<file path="src/rtl/mux_32_rr_arbiter.sv">
// Round-robin arbiter for a 32-input mux: drives the select, a one-hot grant and a
// valid/ready beat stream, letting each owner keep the mux for up to BURST_MAX beats.
module mux_32_rr_arbiter #(
  parameter int BURST_MAX = 4
) (
  input  logic        i_clock,
  input  logic        i_reset,
  input  logic [31:0] i_req,
  input  logic        i_out_ready,
  output logic [4:0]  o_select,
  output logic [31:0] o_grant,
  output logic        o_out_valid
);

  typedef enum logic {ST_IDLE, ST_GRANT} state_t;

  state_t      r_state;
  logic [4:0]  r_pointer;
  logic [4:0]  r_beat_cnt;
  logic [4:0]  r_select;
  logic [31:0] r_grant;
  logic        r_out_valid;

  logic [4:0]  w_base;
  logic [31:0] w_rot;
  logic [4:0]  w_offset;
  logic [4:0]  w_winner;
  logic        w_any;
  logic        w_handshake;
  logic        w_stay;

  // While granted, the only arbitration that matters is the rotation one, which starts
  // just past the current owner; in IDLE it starts at the stored pointer.
  assign w_base = (r_state == ST_GRANT) ? r_select + 5'd1 : r_pointer;
  assign w_rot  = (i_req >> w_base) | (i_req << (6'd32 - {1'b0, w_base}));
  assign w_any  = |i_req;

  always_comb begin
    w_offset = '0;
    for (int k = 31; k >= 0; k--) begin
      if (w_rot[k]) begin
        w_offset = 5'(k);
      end
    end
  end

  assign w_winner    = w_base + w_offset;
  assign w_handshake = r_out_valid & i_out_ready;
  assign w_stay      = i_req[r_select] && (({1'b0, r_beat_cnt} + 6'd1) < 6'(BURST_MAX));

  always_ff @(posedge i_clock or posedge i_reset) begin
    if (i_reset) begin
      r_state     <= ST_IDLE;
      r_pointer   <= '0;
      r_beat_cnt  <= '0;
      r_select    <= '0;
      r_grant     <= '0;
      r_out_valid <= 1'b0;
    end else begin
      case (r_state)
        ST_IDLE: begin
          if (w_any) begin
            r_select    <= w_winner;
            r_grant     <= 32'd1 << w_winner;
            r_out_valid <= 1'b1;
            r_beat_cnt  <= '0;
            r_state     <= ST_GRANT;
          end
        end
        ST_GRANT: begin
          if (w_handshake) begin
            if (w_stay) begin
              r_beat_cnt <= r_beat_cnt + 5'd1;
            end else begin
              r_pointer  <= r_select + 5'd1;
              r_beat_cnt <= '0;
              if (w_any) begin
                r_select <= w_winner;
                r_grant  <= 32'd1 << w_winner;
              end else begin
                r_grant     <= '0;
                r_out_valid <= 1'b0;
                r_state     <= ST_IDLE;
              end
            end
          end
        end
      endcase
    end
  end

  assign o_select    = r_select;
  assign o_grant     = r_grant;
  assign o_out_valid = r_out_valid;

endmodule

</file>
<file path="config.mk">
export PLATFORM = sky130hd
export DESIGN_NAME = mux_32_rr_arbiter
export DESIGN_NICKNAME = d
export VERILOG_FILES = /design/src/rtl/mux_32_rr_arbiter.sv
export SDC_FILE = /design/constraint.sdc
export NUM_CORES = 1
export LEC_CHECK = 0
export CAP_MARGIN = 20
export CORE_MARGIN = 8
export CORE_UTILIZATION = 40
export CTS_CLUSTER_SIZE = 24
export DETAILED_ROUTE_END_ITERATION = 6
export HOLD_SLACK_MARGIN = 0.02
export PLACE_DENSITY = 0.63
export SLEW_MARGIN = 20
export SYNTH_ARGS = -nofsm -noshare
export SYNTH_HDL_FRONTEND = slang
export SYNTH_SLANG_ARGS = --single-unit
</file>
<file path="constraint.sdc">
create_clock -name i_clock -period 6.6 [get_ports i_clock]
set_input_delay 0.99 -clock i_clock [delete_from_list [all_inputs] [get_ports i_clock]]
set_output_delay 0.99 -clock i_clock [all_outputs]
set_load 0.01 [all_outputs]
</file>
After elaboration in Yosys (flattened, before gate mapping)
Cells that the tools add are included.
{ "op_classes": {"n_shift": 3, "bitwise": 4, "n_addsub": 5, "muxes": 57, "reduce_logical": 7, "magnitude_cmp": 2, "eq_ne": 4} }
{ "op_table": {"columns": ["cell", "n"], "rows": [
  ["$mux W5", 39],
  ["$mux W32", 4],
  ["$pmux W32 S2", 1],
  ["$or A32 B32 Y32", 1],
  ["$reduce_or A32 Y1", 1],
  ["$shl A1 B5 Y32 const A", 1],
  ["$shl A32 B6 Y32", 1],
  ["$shr A32 B5 Y32", 1],
  ["$pmux W5 S2", 2],
  ["$add A5 B1 Y5 const B", 2],
  ["$mux W1", 8],
  ["$add A5 B1 Y6 const B", 1],
  ["$lt A5 B6 Y1 const B", 1],
  ["$lt A6 B3 Y1 const B", 1],
  ["$ne A2 B2 Y1 const B", 3],
  ["$reduce_and A3 Y1", 2],
  ["$sub A6 B5 Y6 const A", 1],
  ["$add A5 B5 Y5", 1],
  ["$bmux W1 S5", 1],
  ["$pmux W1 S2", 2],
  ["$reduce_and A2 Y1", 2],
  ["$reduce_and A4 Y1", 1],
  ["$ne A2 B1 Y1 const B", 1],
  ["$not A1 Y1", 2],
  ["other kinds (2)", 2]
]} }
{ "totals": {"output_inout_bits": 38, "word_cells": 88, "ff_bits": 49, "in_bits": 35} }

Logic depth before layout (Yosys ltp)
{ "depth": {"ltp_word": 43, "depth_mapped": 25, "depth_no_buf": 20} }

Worst setup path after synthesis
OpenSTA, ideal clock, no wires.
{ "synth_timing": {"path_type": "register -> register", "from": "register r_select[0] (netlist: o_select[0])", "to": "register r_grant[21] (netlist: o_grant[21])", "required_time_ns": 6.497, "path_buffers": 2, "stages_incl_launch_ff": 22, "path_slack_ns": 1.301, "arrival_time_ns": 5.196, "setup_ns": 0.103, "period_less_slack_ns": 5.299, "cell_sequence": "dfrtp_1 ha_1 nand3b_1 a221o_1 nand2_1 buf_1 nor2_1 a2111oi_0 a211oi_1 nor2b_1 o21ai_0 a21boi_0 o31ai_1 o211ai_1 ha_1 fa_1 a21o_1 a21oi_1 xnor2_1 xor2_2 buf_6 o41ai_2"} }
{ "synth_between": {"elab_chain_cells": 43, "elab_cells_between_ends": 50, "cone_classes": "add/sub: 3; eq/ne: 1; shift: 3; mux: 40; bitwise: 1; reduce/logical: 2"} }
{ "synth_lines": {"columns": ["element", "line_no", "rtl"], "rows": [
  ["from (decl)", "20", "logic [4:0] r_select;"],
  ["from (signal assigned)", "63", "r_select <= w_winner;"],
  ["from (signal assigned)", "78", "r_select <= w_winner;"],
  ["$add A5 B1 Y5", "34", "assign w_base = (r_state == ST_GRANT) ? r_select + 5'd1 : r_pointer;"],
  ["$mux W5", "34", null],
  ["$sub A6 B5 Y6", "35", "assign w_rot = (i_req >> w_base) | (i_req << (6'd32 - {1'b0, w_base}));"],
  ["$shl A32 B6 Y32", "35", null],
  ["$or A32 B32 Y32", "35", null],
  ["$mux W5 (32 in a row)", "41", "if (w_rot[k]) begin"],
  ["$add A5 B5 Y5", "47", "assign w_winner = w_base + w_offset;"],
  ["$shl A1 B5 Y32", "64, 79", null],
  ["$mux W32", "77", "if (w_any) begin"],
  ["$mux W32", "72", "if (w_stay) begin"],
  ["$mux W32", "71", "if (w_handshake) begin"],
  ["$pmux W32 S2", "60", "case (r_state)"],
  ["to (signal assigned)", "64", "r_grant <= 32'd1 << w_winner;"],
  ["to (signal assigned)", "79", "r_grant <= 32'd1 << w_winner;"],
  ["to (decl)", "21", "logic [31:0] r_grant;"]
]} }
Parallel ways exist; a longest one is shown, timed or not. The select of a mux whose other input is x is not followed.
A chain may end at the register's enable or synchronous reset.

Final worst setup path
{ "layout_timing": {"from": "input i_req[30]", "to": "register r_grant[26] (netlist: o_grant[26])"} }
{ "layout_between": {"elab_chain_cells": 40, "elab_cells_between_ends": 49, "cone_classes": "add/sub: 1; eq/ne: 2; shift: 3; mux: 39; bitwise: 1; reduce/logical: 3"} }
{ "layout_lines": {"columns": ["element", "line_no", "rtl"], "rows": [
  ["from (decl)", "8", "input logic [31:0] i_req,"],
  ["$shl A32 B6 Y32 or $shr A32 B5 Y32 (tied branches)", "35", null],
  ["$or A32 B32 Y32", "35", null],
  ["$mux W5 (32 in a row)", "41", null],
  ["$add A5 B5 Y5", "47", null],
  ["$shl A1 B5 Y32", "64, 79", null],
  ["$mux W32", "77", null],
  ["$mux W32", "72", null],
  ["$mux W32", "71", null],
  ["$pmux W32 S2", "60", null]
]} }
Parallel ways exist; a longest one is shown, timed or not. The select of a mux whose other input is x is not followed.

==> qor.txt <==
Die Y: 143 um
Max-cap violations: 0
TritonCTS buffer count: 5
DR WL/cell: 24.6 um
vias: 7,040
setup slack after placement: -0.0987 ns
DRT iter0 DRCs: 857
row cnt: 46
post-cts hold buffer count: 0
DR DRC count: 0
Worst EP required: 6.77 ns
EDFF count, synth: 0
relative slew slack: 35.5%
Synthesized Nets: 800
synth cell count leaders: mux2i_1 (90), nand2_1 (89), nor2_1 (50)
CTS tree: yes
number of vias per cell: 6.84
Worst-Margin Slew: 0.961 ns
setup repair after global routing missed its margin: false
syn_area_per_cell: 8.54 um^2
initial antenna violation count: 0
first-pass GRT wire length: 39,700 um
# diodes: 0
Clock Skew: 0.00672 ns
Setup Viol. Count Final: 0
Setup WS post-layout: 0.342 ns
max-slew violation count: 0
H-tree levels: 2
CTS Root Cell: clkbuf_16
GR Overflow Total: 0
Synth top area share: 18.9%
Period minus WS final: 6.26 ns
initial core utilization: 40.9%
Port Buffers: 72
Max Clock Freq: 160 MHz
GR Util All Layers: 24.7%
most common cell in the netlist: mux2i_1
#FFs+latches synth: 49
Synth area leaders: dfrtp_1 (19%), mux2i_1 (14%), mux4_2 (9.7%)
largest buffer count on any clock path: 2
critical setup path kind: input port to flop
crit path DAT: 6.42 ns
share of cells above drive strength 1: 14.1%
Main synth FF type: dfrtp_1
vias in the first global route: 6,717
sequential share of the synthesized area: 18.9%
Final Net Count: 854
warning count from the yosys run: 0
CTS Sinks: 49
final wirelength: 25,300 um
Mapped Area: 0.00647 mm^2
antenna-violating nets left: 0
Hold Path Class: flop to flop
Final Wtd Congestion: 0.978
CP Launch Type: input port
IO Pins: 73
async set-or-reset flop fraction in the synthesized netlist: 100%
Layout area overhead: 17.6%
outcome: finished, final reports clean
count of different cell masters after synthesis: 80
post-synth top area cell: dfrtp_1
largest net degree at the start of global routing: 55
Worst Min Path Start: o_grant[6]$_DFFE_PP0P_
Clock Latency Late Sink: 0.29 ns
Post-Syn Instances: 758
Core ar.: 0.0158 mm^2
reg-to-reg startpoint: r_state$_DFF_PP0_
Crit. End Element: flop
Final period util: 94.8%
drt first pass iters: 6
fill cell count: 1,489
clk slew on worst S/H paths: 0.07 ns
Fin. Hold Viols: 0
DIE WIDTH: 143 um
Crit Path Max Fanout: 17
die area: 0.0205 mm^2
Worst setup startpoint: i_req[30]
HPWL after DPL: 19,600 um
[per-layer routing]
layer	global-route usage, %	up-vias	wire length (um)
met3	4.51	69	2250
met1	33.0	3447	10600
met2	38.1	424	11400
li1	-	3100	-
met5	0	-	0
met4	10.7	0	1020
[logic make-up after synthesis]
kind of cell | after synthesis | share of synthesized area [%]
and+or+nand+nor | 260 | 19.1
AOI/OAI and AO/OA | 234 | 27.2
muxes | 128 | 25.9
buffers and inverters | 69 | 5.62
DFF | 49 | 18.9
xor gates and xnor gates | 11 | 1.72
adders and majority gates | 7 | 1.47
[sequential cells by signal, summed over array words and instances, names as in the netlist]
name         flops
o_out_valid      1
o_grant         32
r_pointer        5
o_select         5
r_state          1
r_beat_cnt       5
[critical path: stages]
cell and delay [ns]:
clkdlybuf4s50_1 0.61, mux4_2 0.64, a221oi_1 0.48, o21ai_0 0.17, a211oi_1 0.54, o21ai_0 0.24, o31ai_1 0.43, o211ai_1 0.19
ha_1 0.26, fa_1 0.46, a21o_1 0.18, a21oi_1 0.23, xnor2_2 0.17, xor2_2 0.17, buf_4 0.22, o41ai_1 0.43
[worst paths after layout]
kind	to	slack [ns]	cells after the start
worst max-delay path	o_grant[26]$_DFFE_PP0P_	0.34	16
worst min-delay path	o_grant[6]$_DFFE_PP0P_	0.47	2
worst max register to register	o_grant[26]$_DFFE_PP0P_	0.38	18
worst min register to register	o_grant[6]$_DFFE_PP0P_	0.47	2
max in group asynchronous	r_state$_DFF_PP0_	4.91	2
min in group asynchronous	o_grant[26]$_DFFE_PP0P_	1.16	2
[final cells by class]
type                       count  area (um^2)  share of cell area [%]
clock buffer                   5          125                    1.64
timing repair buffer         107          996                    13.1
inverter                       9         37.5                   0.493
tap                          216          270                    3.55
sequential                    49         1230                    16.1
clock inverter                 3         21.3                   0.279
multi-input combinational    640         4940                    64.8
[what timing repair did]
item | in CTS | in global routing
gates resized for setup | 0 | 7
buffers inserted | 0 | 0
setup endpoints to repair | 0 | 31
[layout by cell type (no fill, tap or decap), drive strengths merged, types with 5 or more instances in the layout]
cell type and count:
nor2b 11, ha 6, nand4 8, o21ai 38, a31oi 8, o31ai 5
a21oi 35, inv 9, a22oi 13, clkdlybuf4s50 72, o221ai 5, o211ai 15
nand2 90, nand3 32, mux2i 93, o41ai 23, xnor2 7, buf 35
a32o 8, dfrtp 49, nand2b 8, o2111ai 7, a32oi 8, mux2 7
and2 7, a211oi 13, clkbuf 5, nor4 9, o22ai 10, nor2 51
or3 5, nor3 25, a221oi 7, or2 5, a21boi 5, mux4 28
[metrics by stage]
stage	cells	hold WS, ns	cell area [um^2]	util, %	TNS [ns]
finish	1029	0.472	7610	48.1	0
global route	1029	0.501	7610	48.1	0
CTS	1028	0.477	7560	47.7	0
detailed placement	1020	0.460	7410	46.8	-0.677
global placement	1020	0.461	7410	46.8	-1.21
floorplan	758	0.445	6470	-	0
Power is left out: the tool's default activity adds up to more than one toggle a clock period on the data nets, which glitch-free logic cannot reach.
